`config.mk`:
```
export PLATFORM = sky130hd
export DESIGN_NAME = decoder_3to8_dispatch
export DESIGN_NICKNAME = d
export VERILOG_FILES = /design/src/rtl/decoder_3to8_dispatch.sv
export SDC_FILE = /design/constraint.sdc
export NUM_CORES = 1
export LEC_CHECK = 0
export ABC_AREA = 1
export BUFFER_PORTS_ARGS = -buffer_cell sky130_fd_sc_hd__buf_4
export CORE_UTILIZATION = 32
export DETAILED_ROUTE_END_ITERATION = 10
export HOLD_SLACK_MARGIN = 0.03
export PLACE_DENSITY = 0.51
export SYNTH_ARGS = -nofsm -noshare
export SYNTH_HDL_FRONTEND = slang
export SYNTH_SLANG_ARGS = --single-unit
```
`constraint.sdc`:
```
create_clock -name clk -period 3.3 [get_ports clk]
set_input_delay 0.66 -clock clk [delete_from_list [all_inputs] [get_ports clk]]
set_output_delay 0.66 -clock clk [all_outputs]
set_load 0.01 [all_outputs]
```
`src/rtl/decoder_3to8_dispatch.sv`:
```
// Rotating-priority dispatcher: queues encoded 3-bit requests as a pending set
// and issues one-hot grants, each held until acknowledged or abandoned on timeout.
//
// state    | meaning
// ---------+-----------------------------------------------------------
// ST_IDLE  | no grant outstanding; pick next pending index if any
// ST_GRANT | one-hot grant held; wait for ack or hold timeout
module decoder_3to8_dispatch #(
    parameter int unsigned ACK_TIMEOUT = 15
) (
    input  logic       clk,
    input  logic       rst_n,
    input  logic       in_valid,
    input  logic [2:0] in_y,
    output logic       in_ready,
    output logic [7:0] out_onehot,
    output logic       out_valid,
    input  logic       out_ack,
    output logic [7:0] pending,
    output logic       timeout
);

    localparam logic [0:0] ST_IDLE  = 1'b0;
    localparam logic [0:0] ST_GRANT = 1'b1;
    localparam logic [7:0] HOLD_TC  = 8'(ACK_TIMEOUT - 1);

    logic [0:0] state;
    logic [2:0] last_served;
    logic [2:0] cur_sel;
    logic [7:0] hold_cnt;
    logic [2:0] sel;
    logic [2:0] idx;
    logic       found;
    logic       accept;
    logic       grant_now;
    logic [7:0] pend_set;
    logic [7:0] pend_clr;

    assign in_ready  = (pending != 8'hFF);
    assign accept    = in_valid && in_ready;
    assign grant_now = (state == ST_IDLE) && found;
    assign pend_set  = accept ? (8'b1 << in_y) : 8'h00;
    assign pend_clr  = grant_now ? (8'b1 << sel) : 8'h00;

    // Search upward from last_served+1; the last index visited is last_served itself.
    always_comb begin
        sel   = 3'd0;
        idx   = 3'd0;
        found = 1'b0;
        for (int i = 1; i <= 8; i++) begin
            idx = last_served + 3'(i);
            if (!found && pending[idx]) begin
                sel   = idx;
                found = 1'b1;
            end
        end
    end

    always_ff @(posedge clk) begin
        if (!rst_n) begin
            state       <= ST_IDLE;
            pending     <= 8'h00;
            out_onehot  <= 8'h00;
            out_valid   <= 1'b0;
            timeout     <= 1'b0;
            hold_cnt    <= 8'd0;
            last_served <= 3'd7;
            cur_sel     <= 3'd0;
        end else begin
            timeout <= 1'b0;
            // A set in the same cycle as the grant's clear keeps the bit pending.
            pending <= (pending & ~pend_clr) | pend_set;
            case (state)
                ST_IDLE: begin
                    if (found) begin
                        out_onehot <= 8'b1 << sel;
                        out_valid  <= 1'b1;
                        cur_sel    <= sel;
                        hold_cnt   <= 8'd0;
                        state      <= ST_GRANT;
                    end
                end
                ST_GRANT: begin
                    if (out_ack) begin
                        out_onehot  <= 8'h00;
                        out_valid   <= 1'b0;
                        last_served <= cur_sel;
                        state       <= ST_IDLE;
                    end else if (hold_cnt == HOLD_TC) begin
                        timeout     <= 1'b1;
                        out_onehot  <= 8'h00;
                        out_valid   <= 1'b0;
                        last_served <= cur_sel;
                        state       <= ST_IDLE;
                    end else begin
                        hold_cnt <= hold_cnt + 8'd1;
                    end
                end
                default: state <= ST_IDLE;
            endcase
        end
    end

endmodule

```
# Yosys cells after proc, flatten, opt, wreduce, memory -nomap -nowiden
# Index checks and enable logic that the tools add are counted.
[word_totals] regBits=33 latch_bits=0 ram_bits=0 rom_bits=0 in_bits=7 output_inout_bits=19 wordCells=112 n_memories=0
[op_classes] add_sub_neg=8 n_mul=0 n_div=0 n_lt_le_gt_ge=8 eq_ne=6 n_shift=2 muxes=53 bitwise=5 reduce_logical=22
[ops] operator="$mux W8" count=8
[ops] operator="$lt A3 B4 Y1 const B" count=8
[ops] operator="$pmux W8 S2" count=2
[ops] operator="$mux W3" count=10
[ops] operator="$bmux W1 S3" count=8
[ops] operator="$mux W1" count=23
[ops] operator="$shl A1 B3 Y8 const A" count=2
[ops] operator="$add A3 B3 Y3 const B" count=4
[ops] operator="$logic_and A1 B1 Y1" count=9
[ops] operator="$add A8 B1 Y8 const B" count=1
[ops] operator="$and A8 B8 Y8" count=1
[ops] operator="$eq A8 B4 Y1 const B" count=1
[ops] operator="$ne A8 B8 Y1 const B" count=1
[ops] operator="$not A8 Y8" count=1
[ops] operator="$or A8 B8 Y8" count=1
[ops] operator="$logic_not A1 Y1" count=7
[ops] operator="$add A3 B2 Y3 const B" count=2
[ops] operator="$ne A2 B2 Y1 const B" count=3
[ops] operator="$reduce_and A2 Y1" count=3
[ops] operator="$pmux W1 S2" count=2
[ops] operator="$add A3 B1 Y3 const B" count=1
[ops] operator="$ne A3 B2 Y1 const B" count=1
[ops] operator="$reduce_and A3 Y1" count=1
[ops] operator="$reduce_or A3 Y1" count=1
[ops] operator="2 further kinds" count=3

# Logic depth before layout (Yosys ltp)
# Gate-level depths: netlist of run 1.
[depth] ltp_word=30 mapped_depth=20 depth_no_buf=19

# Least setup slack after synthesis of run 1
# OpenSTA, ideal clock, no wires.
[synth_path] kind="register to register" start="register last_served[1]" end="register pending[4]" setup_time_ns=0.132 t_arrival_ns=2.261 required_ns=3.168 slack_ns=0.907 path_stages_with_launch=18 path_buffers=1 synth_period_minus_slack_ns=2.393 path_cell_list="dfxtp_1 buf_4 inv_2 ha_1 inv_2 nand3_1 nand3_1 nand2_4 nor2_8 nand4_4 nor2_8 nand3_2 nor2_1 inv_1 o21ai_2 nand3_1 nand2_1 a21oi_1"
[synth_between] elab_chain_cells=30 word_cells_on_any_way=59 cone_classes="add/sub: 7; shift: 1; mux: 33; bitwise: 3; reduce/logical: 15"
[synth_lines] element="start, declared" line="28" text="logic [2:0] last_served;"
[synth_lines] element="start signal, assigned" line="87" text="last_served <= cur_sel;"
[synth_lines] element="start signal, assigned" line="93" text="last_served <= cur_sel;"
[synth_lines] element="$add A3 B1 Y3" line="51" text="idx = last_served + 3'(i);"
[synth_lines] element="$bmux W1 S3" line="52" text="if (!found && pending[idx]) begin"
[synth_lines] element="$mux W1 (implied by the code)" line="52"
[synth_lines] element="$mux W1" line="52"
[synth_lines] element="$logic_not A1 Y1" line="52"
[synth_lines] element="$logic_and A1 B1 Y1" line="52"
[synth_lines] element="$mux W1" line="52"
[synth_lines] element="$logic_not A1 Y1" line="52"
[synth_lines] element="(+14 left out)"
[synth_lines] element="$logic_not A1 Y1" line="52"
[synth_lines] element="$logic_and A1 B1 Y1" line="52"
[synth_lines] element="$mux W3 / $mux W1 (equally long branches)" line="52"
[synth_lines] element="$shl A1 B3 Y8 / $logic_and A1 B1 Y1 (equally long branches)" line="43, 41"
[synth_lines] element="$mux W8 (*)" line="43" text="assign pend_clr = grant_now ? (8'b1 << sel) : 8'h00;"
[synth_lines] element="$not A8 Y8 (*)" line="72" text="pending <= (pending & ~pend_clr) | pend_set;"
[synth_lines] element="$and A8 B8 Y8 (*)" line="72"
[synth_lines] element="$or A8 B8 Y8 (*)" line="72"
[synth_lines] element="end signal, assigned" line="72"
[synth_lines] element="end, declared" line="19" text="output logic [7:0] pending,"
# Mark *: on every way between the ends. The rest lies on a longest branch, timed or not. The select of a mux whose other input is x is not followed.
# A chain may end at the register's enable or synchronous reset.

# Worst setup path after layout of run 1
[layout_path] start="register last_served[0]" end="register pending[7]"
# Same word-level chain as after synthesis.

==> impl_metrics.env, run 1 <==
export IMPL_port_buffers=25
export IMPL_worstRegToRegCells=16
export IMPL_synth_seq_area_share_pct=30.6
export IMPL_grt_setup_unrepaired="false"
export IMPL_synth_distinct_cells=36
export IMPL_grt_pass1_wl_um=9340
export IMPL_syn_area_per_cell_um2=6.81
export IMPL_timing_slew_headroom_pct=66.7
export IMPL_drt_wirelength_per_cell_um=13.2
export IMPL_synth_xor_area_share_pct=2.43
export IMPL_gp_congestion=0.849
export IMPL_setup_tns_ns=0
export IMPL_synth_warnings=0
export IMPL_synth_compound_area_share_pct=11.3
export IMPL_antenna_found_initial=0
export IMPL_hp_start="out_onehot[0]"
export IMPL_start_kind="flip-flop"
export IMPL_path_clk_slew_ns=0.07
export IMPL_firstDrtPassIters=4
export IMPL_ant_nets=0
export IMPL_crit_reg2reg_launch="last_served[0]"
export IMPL_clock_path_buffers=2
export IMPL_crit_required_ns=3.47
export IMPL_critPathBufInv=3
export IMPL_critPathMostFrequentCell="nand3_1"
export IMPL_synthAdderAreaFrac_pct=2.32
export IMPL_synth_top_area_cell="dfxtp_1"
export IMPL_status="finished, final reports clean"
export IMPL_crit_chain="inv_2, ha_1, inv_2, nand3_1, nand3_1, nand2_4, nor2_8, nand4_4, nor2_8, nand4_1, clkinv_1, nor2_1, nor2_1, nand3_1, nand2_1, a21oi_1"
export IMPL_seq_area_um2=661
export IMPL_drt_initial_drc_count=85
export IMPL_cp_depth=16
export IMPL_p_per_area_nw_per_um2=921
export IMPL_hold_viol_final=0
export IMPL_core_area_um2=6420
export IMPL_hold_path_end="out_onehot[0]"
export IMPL_wl_um=5600
export IMPL_grt_max_degree=20
export IMPL_vdd_drop_max_uv=329
export IMPL_crit_fanout=9
export IMPL_ys_top_cells_by_area="dfxtp_1 31%, nand2_1 15%, nand3_1 10%"
export IMPL_start_util_pct=33.6
export IMPL_reg2reg_slack_ns=0.65
export IMPL_synth_ff_latch_count=33
export IMPL_synth_mux_area_share_pct=0
export IMPL_slew_violations=0
export IMPL_post_route_util_pct=39.5
export IMPL_finClkSkew_ns=0.00795
export IMPL_cts_tree="yes"
export IMPL_nets=358
export IMPL_slowest_delay_ns=0.39
export IMPL_hold_path_class="reg2reg"
export IMPL_post_route_min_period_ns=2.65
export IMPL_drc=0
export IMPL_r2r_end="pending[7]"
export IMPL_fill_cells=665
export IMPL_synth_simple_area_share_pct=45.6
export IMPL_fmax_mhz=378
export IMPL_cpLargestDelayFamily="simple AND/OR/NAND/NOR gates"
export IMPL_drv_cap=0
export IMPL_crit_path_top_delay_cell="ha_1"
export IMPL_synth_nets=328
export IMPL_period_share_pct=80.2
export IMPL_layout_drive_gt1_share_pct=19.8
export IMPL_holdPathStages=2
export IMPL_diodes=0
export IMPL_vias=2111
export IMPL_placementRows=29
export IMPL_yosysTopAreaCellShare_pct=30.6
export IMPL_numCtsBuffers=5
export IMPL_setup_viol=0
export IMPL_postCtsHoldBufs=0
export IMPL_dieArea_um2=7080
export IMPL_grt_usage_pct=16.5
export IMPL_synth_top_family_by_area="simple AND/OR/NAND/NOR gates"
export IMPL_grt_pass1_vias=1856
export IMPL_multi_input_area_um2=1330
export IMPL_syn_area_um2=2160
export IMPL_dpl_hpwl_um=4350
export IMPL_die_y_um=84.2
export IMPL_htreeDepth=2
export IMPL_cts_setup_buffers=0
export IMPL_cts_root_buf="clkbuf_8"
export IMPL_clk_latency_ns=0.29
export IMPL_syn_to_final_growth_pct=17.5
export IMPL_grt_overflow_total=0
export IMPL_arrival_ns=2.82
export IMPL_cts_sinks=33
export IMPL_power_leakage_nw=1.13
export IMPL_critPathKind="reg2reg"
export IMPL_netlist_instances=317
export IMPL_cp_end_kind="flip-flop"
export IMPL_io_pins=26
export IMPL_cts_resized=0
export IMPL_die_w_um=84.2
export IMPL_via_per_inst=4.97
export IMPL_tightest_slew_ns=0.498
## registers in the layout (all words and copies together), names as in the netlist
register     flops
out_valid        1
hold_cnt         8
pending          8
timeout          1
state            1
cur_sel          3
out_onehot       8
last_served      3
## routing by layer
| layer | vias up | global-route usage, % | part of all wire [%] |
|---|---|---|---|
| met5 | - | 0 | 0 |
| met4 | 0 | 5.17 | 1.4 |
| met3 | 7 | 2.75 | 2.7 |
| met2 | 31 | 25.7 | 46 |
| met1 | 949 | 23.3 | 50 |
| li1 | 1124 | - | - |
## cell families (layout without fill, tap and decap cells)
logic type	after synthesis	after routing
AO/OA/AOI/OAI	39	39
XOR/XNOR	6	6
adder cells (fa/ha/maj)	4	4
buffers and inverters	41	72
flip-flops	33	33
AND/OR/NAND/NOR	194	194
## placed cells by master, fill, tap and decap left out, types with 4 or more instances in the layout
master | netlist | routed
nand2_2 | 5 | 5
nand2_1 | 87 | 87
nand3_1 | 45 | 45
nand4_1 | 15 | 15
nor2_1 | 19 | 19
ha_1 | 4 | 4
clkbuf_8 | 0 | 7
a21oi_1 | 20 | 20
buf_4 | 3 | 28
dfxtp_1 | 33 | 33
inv_1 | 29 | 29
o211ai_1 | 4 | 4
o21ai_0 | 4 | 4
nand3_2 | 6 | 6
inv_2 | 5 | 5
## power by group
part	internal (mW)	total (mW)	switching, mW
clock	0.188	0.337	0.148
sequential	0.472	0.531	0.0592
combinational	0.487	1.47	0.981
## final cells by class
cell class / instances / share of cell area (%)
Clock buffer: 7 / 3.80
Clock inverter: 1 / 0.197
Inverter: 36 / 5.42
Multi-Input combinational cell: 243 / 52.5
Sequential cell: 33 / 26.0
Tap cell: 77 / 3.80
Timing Repair Buffer: 28 / 8.28
## how the worst max path moves through the flow
stage / start / endpoint
floorplan: last_served[1] / pending[4]
global placement: last_served[0] / out_onehot[1]
detailed placement: last_served[0] / pending[7]
CTS: last_served[0] / pending[7]
global route: last_served[0] / pending[0]
finish: last_served[0] / pending[7]
## worst min-delay path: stages, from the launching register on
cell and delay (ns):
dfxtp_1 0.31, nand2_1 0.06, a21oi_1 0.05
## per-stage QoR
step | cells | power, mW | area, um^2 | worst slack (ns) | hold slack, ns
after detailed placement | 417 | 2.00 | 2440 | 0.674 | 0.459
after global routing | 425 | 2.53 | 2540 | 0.388 | 0.490
final | 425 | 2.34 | 2540 | 0.653 | 0.468
after CTS | 425 | 2.35 | 2540 | 0.662 | 0.471
after global placement | 417 | 2.01 | 2440 | 0.645 | 0.457
after floorplan | 317 | 1.66 | 2160 | 0.907 | 0.440
## synthesized netlist by cell type
cell type and instances:
clkbuf_1 2, nor3_1 1, o211a_1 1, o21ai_2 2
xnor2_1 3, buf_4 3, nor2_4 2, nand4_1 15
a21oi_1 20, o21ai_0 4, nor2_8 2, or2_2 1
nand2_1 87, inv_4 1, nand3_2 6, o21bai_1 3
nand2_4 3, nand3_1 45, nand3b_1 1, clkinv_1 1
nor2_2 3, inv_2 5, xor2_1 3, inv_1 29
nand4_4 1, dfxtp_1 33, a21oi_4 1, nor4_1 2
ha_1 4, and2_4 1, nor2_1 19, a211oi_1 1
nand2_2 5, o22ai_1 2, o211ai_1 4, o21a_1 1
Power figures use the tool's default switching activity.
==> run 2: changes to the inputs <==
ABC_AREA = 0   (was 1)
PLACE_DENSITY = 0.52   (was 0.51)
clock period = 2.4 ns   (was 3.3 ns; I/O delays follow)
==> run 2 against run 1 <==
The run now ends with setup timing left. Sequential power up 32%. Global-route usage increased by 2.6 points. Clock power is 59% higher. Design area up 58%. Flip-flop and latch count did not move. Clock skew decreased by 0.00065 ns. Area after synthesis up 21%. Register-to-register slack lost 1.1 ns. Critical path depth decreased by 5. Non-clock buffer count rose by 81. Combinational power up 46%. Count of clock-buffer cells in the layout unchanged. Critical endpoint is now out_onehot[7].
==> impl_metrics.env, run 2 <==
export IMPL_nets=391
export IMPL_io_pins=26
export IMPL_wl_met1_um=3670
export IMPL_power_internal_mw=2.08
export IMPL_final_cell_mix="88 x buf_4, 30 x dfxtp_1, 28 x nor2_1"
export IMPL_postCtsHoldBufs=0
export IMPL_final_area_um2=4000
export IMPL_pwr_share_clk_pct=15.9
export IMPL_crit_required_ns=2.62
export IMPL_hold_ws_ns=0.467
export IMPL_grt_overflow_total=0
export IMPL_ant_nets=0
export IMPL_ys_top_cells_by_area="dfxtp_1 25%, mux4_2 12%, nor2_1 4.9%"
export IMPL_grt_max_degree=21
export IMPL_arrival_ns=3.08
export IMPL_vias=2641
export IMPL_core_area_um2=7810
export IMPL_critPathKind="reg2reg"
export IMPL_p_sw_share_pct=38.3
export IMPL_p_comb_share_pct=63.4
export IMPL_setup_viol=28
export IMPL_via_per_inst=5.47
export IMPL_clock_path_buffers=2
export IMPL_port_buffers=25
export IMPL_cp_end_kind="flip-flop"
export IMPL_synth_seq_area_share_pct=25.3
export IMPL_grt_setup_unrepaired="true"
export IMPL_finClkSkew_ns=0.00730
export IMPL_hold_path_class="reg2reg"
export IMPL_post_route_min_period_ns=2.86
export IMPL_synth_nets=297
export IMPL_power_leakage_nw=1.62
export IMPL_numCtsBuffers=5
export IMPL_setup_tns_ns=-8.23
export IMPL_dpl_hpwl_um=5680
export IMPL_placementRows=32
export IMPL_cts_root_buf="clkbuf_8"
export IMPL_dr_wl_met3_um=342
export IMPL_syn_area_per_cell_um2=9.12
export IMPL_drc=0
export IMPL_drv_cap=0
export IMPL_place_area_um2=3370
export IMPL_yosysTopAreaCellShare_pct=25.3
export IMPL_yosys_most_used_dff="dfxtp_1"
export IMPL_p_switching_mw=1.29
export IMPL_top_layer="met4"
export IMPL_synth_warnings=0
export IMPL_wl_um=8170
export IMPL_drt_initial_drc_count=121
export IMPL_fmax_mhz=350
export IMPL_crit_fanout=5
export IMPL_hold_viol_final=0
export IMPL_synth_top_area_cell="dfxtp_1"
export IMPL_antenna_found_initial=0
export IMPL_netlist_instances=286
export IMPL_violations="setup timing"
export IMPL_synth_commonest_cells="34 x nor2_1, 33 x dfxtp_1, 27 x nand2_1"
export IMPL_gp_congestion=0.882
export IMPL_firstDrtPassIters=4
export IMPL_vdd_drop_max_uv=503
export IMPL_async_flop_share_pct=0
export IMPL_fin_ws_ns=-0.460
export IMPL_slew_violations=0
export IMPL_post_route_util_pct=51.2
export IMPL_layout_commonest_cell="buf_4"
export IMPL_syn_to_final_growth_pct=53.3
export IMPL_seq_power_share_pct=20.7
export IMPL_start_kind="flip-flop"
export IMPL_dieArea_um2=8520
export IMPL_clk_latency_ns=0.28
export IMPL_synth_edf_count=0
export IMPL_routed_wl_met2_um=4000
export IMPL_status="complete, but fails checks"
export IMPL_drt_wirelength_per_cell_um=16.9
export IMPL_cts_tree="yes"
export IMPL_cts_sinks=33
export IMPL_path_clk_slew_ns=0.07
export IMPL_synth_most_common_cell="nor2_1"
export IMPL_tightest_slew_ns=0.459
export IMPL_timing_slew_headroom_pct=69.1
export IMPL_p_per_area_nw_per_um2=843
export IMPL_grt_pass1_wl_um=12800
export IMPL_diodes=0
export IMPL_syn_area_um2=2610
export IMPL_layout_drive_gt1_share_pct=53.5
export IMPL_period_share_pct=119
export IMPL_synth_ff_latch_count=33
export IMPL_grt_usage_pct=19.2
export IMPL_htreeDepth=2
export IMPL_reg_top3="hold_cnt x8, out_onehot x8, pending x8"
export IMPL_grt_pass1_vias=2562
export IMPL_synth_distinct_cells=66
export IMPL_die_w_um=92.3
export IMPL_start_util_pct=33.4
export IMPL_die_y_um=92.3
==> run 2: cell types whose count changed after synthesis, sizes merged, moves of 9 or more <==
| cell | change |
|---|---|
| mux2i | +12 |
| nand3 | -44 |
| a31oi | +9 |
| clkbuf | +11 |
| nor3 | +9 |
| mux4 | +16 |
| inv | -26 |
| nand4 | -12 |
| nand2 | -66 |
==> run 2: what timing repair did <==
action | 4_1_cts | 5_1_grt
setup endpoints to repair | 29 | 29
gates resized for setup | 48 | 28
pin swaps | 20 | 10
setup buffers | 15 | 7
==> run 2: power groups by stage <==
stage               clock (mW)  sequential, mW  combinational [mW]
detailed placement           0           0.701                1.53
floorplan                    0           0.686               0.995
CTS                      0.549           0.696                1.90
global placement             0           0.701                1.53
finish                   0.535           0.699                2.14
global route             0.572           0.712                2.28
==> run 2: area by class of cell <==
cell class | count | area (um^2)
Clock buffer | 7 | 86.3
Clock inverter | 1 | 30.0
Fill cell | 707 | 3810
Inverter | 9 | 43.8
Multi-Input combinational cell | 222 | 2110
Sequential cell | 33 | 669
Tap cell | 102 | 128
Timing Repair Buffer | 109 | 931
==> run 2: final timing paths <==
path	startpoint	to	slack [ns]	cells after the start
worst max-delay path	last_served[1]	out_onehot[7]	-0.46	11
worst min-delay path	out_onehot[2]	out_onehot[2]	0.47	2
worst max register to register	last_served[1]	out_onehot[7]	-0.46	11
worst min register to register	out_onehot[2]	out_onehot[2]	0.47	2
==> run 2: cell families after synthesis <==
group | synth area share, %
compound gates | 21.9
fa+ha+maj | 1.92
simple gates | 20.0
xor+xnor | 3.31
mux | 22.0
buf+inv | 5.61
flops | 25.3
==> run 2: metrics by stage <==
step,cells,worst slack (ns),power [mW]
3_3_place_gp,454,-0.507,2.24
5_1_grt,483,-0.571,3.56
2_1_floorplan,286,-0.595,1.68
6_report,483,-0.460,3.37
3_5_place_dp,454,-0.548,2.24
4_1_cts,476,-0.464,3.14
==> run 2: layer usage <==
metal,track usage [%],vias up
met4,6.38,0
li1,-,1279
met3,2.05,10
met1,26.1,1275
met5,0,-
met2,31.7,77
==> run 2: critical path, stage by stage (launching register included) <==
cell	delay, ns
dfxtp_4	0.38
inv_8	0.03
ha_4	0.31
buf_12	0.12
mux2_4	0.30
mux2i_1	0.17
a221oi_2	0.12
or3_4	0.43
o2111a_2	0.32
a2111oi_4	0.28
buf_4	0.20
a32o_2	0.16
==> run 3: changes to the inputs <==
SKIP_LAST_GASP = 1   (was unset)
==> run 3 against run 2 <==
The flow still finishes with violations (setup timing). Count of clock-buffer cells in the layout unchanged. Setup slack better by 0.0044 ns. First-iteration DRC count is 1.7% lower. Flip-flop and latch count unchanged. Utilization is 0.11 points higher. Wire length up 2.1%. Sequential power hardly changed. Hold slack better by 0.0016 ns. Final cell count fell by 0.21%. Clock skew grew 0.00052 ns. Critical path type unchanged. Largest power group unchanged. Highest routed layer unchanged.
==> impl_metrics.env, run 3 (synthesis gave the netlist of run 2 again) <==
export IMPL_cp_end_kind="flip-flop"
export IMPL_cts_root_buf="clkbuf_8"
export IMPL_seq_power_share_pct=20.8
export IMPL_reg_top3="hold_cnt x8, out_onehot x8, pending x8"
export IMPL_dieArea_um2=8520
export IMPL_post_route_min_period_ns=2.86
export IMPL_crit_fanout=5
export IMPL_critPathKind="reg2reg"
export IMPL_hold_path_class="reg2reg"
export IMPL_place_area_um2=3370
export IMPL_postCtsHoldBufs=0
export IMPL_clk_latency_ns=0.28
export IMPL_vdd_drop_max_uv=503
export IMPL_pwr_share_clk_pct=16.0
export IMPL_setup_viol=28
export IMPL_drt_initial_drc_count=119
export IMPL_grt_overflow_total=0
export IMPL_p_switching_mw=1.30
export IMPL_timing_slew_headroom_pct=69.5
export IMPL_placementRows=32
export IMPL_io_pins=26
export IMPL_violations="setup timing"
export IMPL_status="complete, but fails checks"
export IMPL_die_y_um=92.3
export IMPL_nets=390
export IMPL_hold_viol_final=0
export IMPL_firstDrtPassIters=4
export IMPL_drv_cap=0
export IMPL_grt_pass1_wl_um=12800
export IMPL_finClkSkew_ns=0.00781
export IMPL_start_util_pct=33.4
export IMPL_fin_ws_ns=-0.456
export IMPL_p_per_area_nw_per_um2=838
export IMPL_clock_path_buffers=2
export IMPL_syn_to_final_growth_pct=53.6
export IMPL_period_share_pct=119
export IMPL_via_per_inst=5.40
export IMPL_numCtsBuffers=5
export IMPL_dpl_hpwl_um=5680
export IMPL_arrival_ns=3.08
export IMPL_wl_um=8340
export IMPL_htreeDepth=2
export IMPL_crit_required_ns=2.62
export IMPL_slew_violations=0
export IMPL_grt_max_degree=21
export IMPL_tightest_slew_ns=0.453
export IMPL_fmax_mhz=350
export IMPL_layout_drive_gt1_share_pct=53.9
export IMPL_drc=0
export IMPL_gp_congestion=0.882
export IMPL_p_sw_share_pct=38.7
export IMPL_grt_pass1_vias=2562
export IMPL_cts_tree="yes"
export IMPL_port_buffers=25
export IMPL_diodes=0
export IMPL_vias=2605
export IMPL_ant_nets=0
export IMPL_final_area_um2=4010
export IMPL_grt_setup_unrepaired="true"
export IMPL_final_cell_mix="89 x buf_4, 30 x dfxtp_1, 28 x nor2_1"
export IMPL_die_w_um=92.3
export IMPL_layout_commonest_cell="buf_4"
export IMPL_drt_wirelength_per_cell_um=17.3
export IMPL_power_leakage_nw=1.61
export IMPL_cts_sinks=33
export IMPL_path_clk_slew_ns=0.07
export IMPL_grt_usage_pct=19.2
export IMPL_p_comb_share_pct=63.2
export IMPL_post_route_util_pct=51.3
export IMPL_power_internal_mw=2.06
export IMPL_antenna_found_initial=0
export IMPL_core_area_um2=7810
export IMPL_start_kind="flip-flop"
run 3: cell types whose count changed in the layout (fill, tap and decap cells not counted), sizes merged:
cell	before	now
buf	109	108
run 3: cell type report:
class	count	area [um^2]
tap	102	128
fill	699	3800
clock inverter	1	30.0
timing repair buffer	108	916
multi-input combinational	222	2130
sequential	33	669
inverter	9	43.8
clock buffer	7	86.3
run 3: worst max-delay path, cell delays in order, from the launching register on:
cell	delay (ns)
dfxtp_4	0.37
inv_4	0.04
ha_4	0.31
buf_12	0.12
mux2_4	0.30
mux2i_1	0.17
a221oi_2	0.12
or3_4	0.42
o2111a_2	0.32
a2111oi_4	0.28
buf_4	0.20
a32o_2	0.16
run 3: power groups by stage:
stage               clock network (mW)  registers, mW  logic [mW]
floorplan                            0          0.686       0.995
global placement                     0          0.701        1.53
detailed placement                   0          0.701        1.53
CTS                              0.549          0.696        1.87
global route                     0.572          0.711        2.27
finish                           0.536          0.699        2.12
run 3: layer usage:
metal | wire length (um) | part of all wire, % | vias up | GRT usage [%]
met1 | 3860 | 46 | 1277 | 26.1
met3 | 210 | 2.5 | 8 | 2.05
met4 | 145 | 1.7 | 0 | 6.38
met2 | 4120 | 49 | 49 | 31.6
li1 | - | - | 1271 | -
met5 | 0 | 0 | - | 0
run 3: path summary, 6_finish.rpt:
path | startpoint | endpoint | slack, ns | depth (start not counted)
max | last_served[0] | out_onehot[7] | -0.46 | 11
min reg2reg | out_onehot[2] | out_onehot[2] | 0.47 | 2
max reg2reg | last_served[0] | out_onehot[7] | -0.46 | 11
min | out_onehot[2] | out_onehot[2] | 0.47 | 2
run 3: metrics by stage:
stage	setup WS (ns)	total power [mW]	hold slack [ns]	TNS (ns)	instances
global route	-0.571	3.55	0.485	-11.77	482
global placement	-0.507	2.24	0.443	-8.56	454
finish	-0.456	3.36	0.469	-8.29	482
CTS	-0.466	3.11	0.471	-7.77	476
floorplan	-0.595	1.68	0.433	-10.56	286
detailed placement	-0.548	2.24	0.448	-9.54	454
run 3: timing repair:
action	in CTS	in global routing
cloned	0	0
resized for setup	44	34
pin swaps	19	13
setup buffers	15	7
endpoints found under the setup margin	29	29
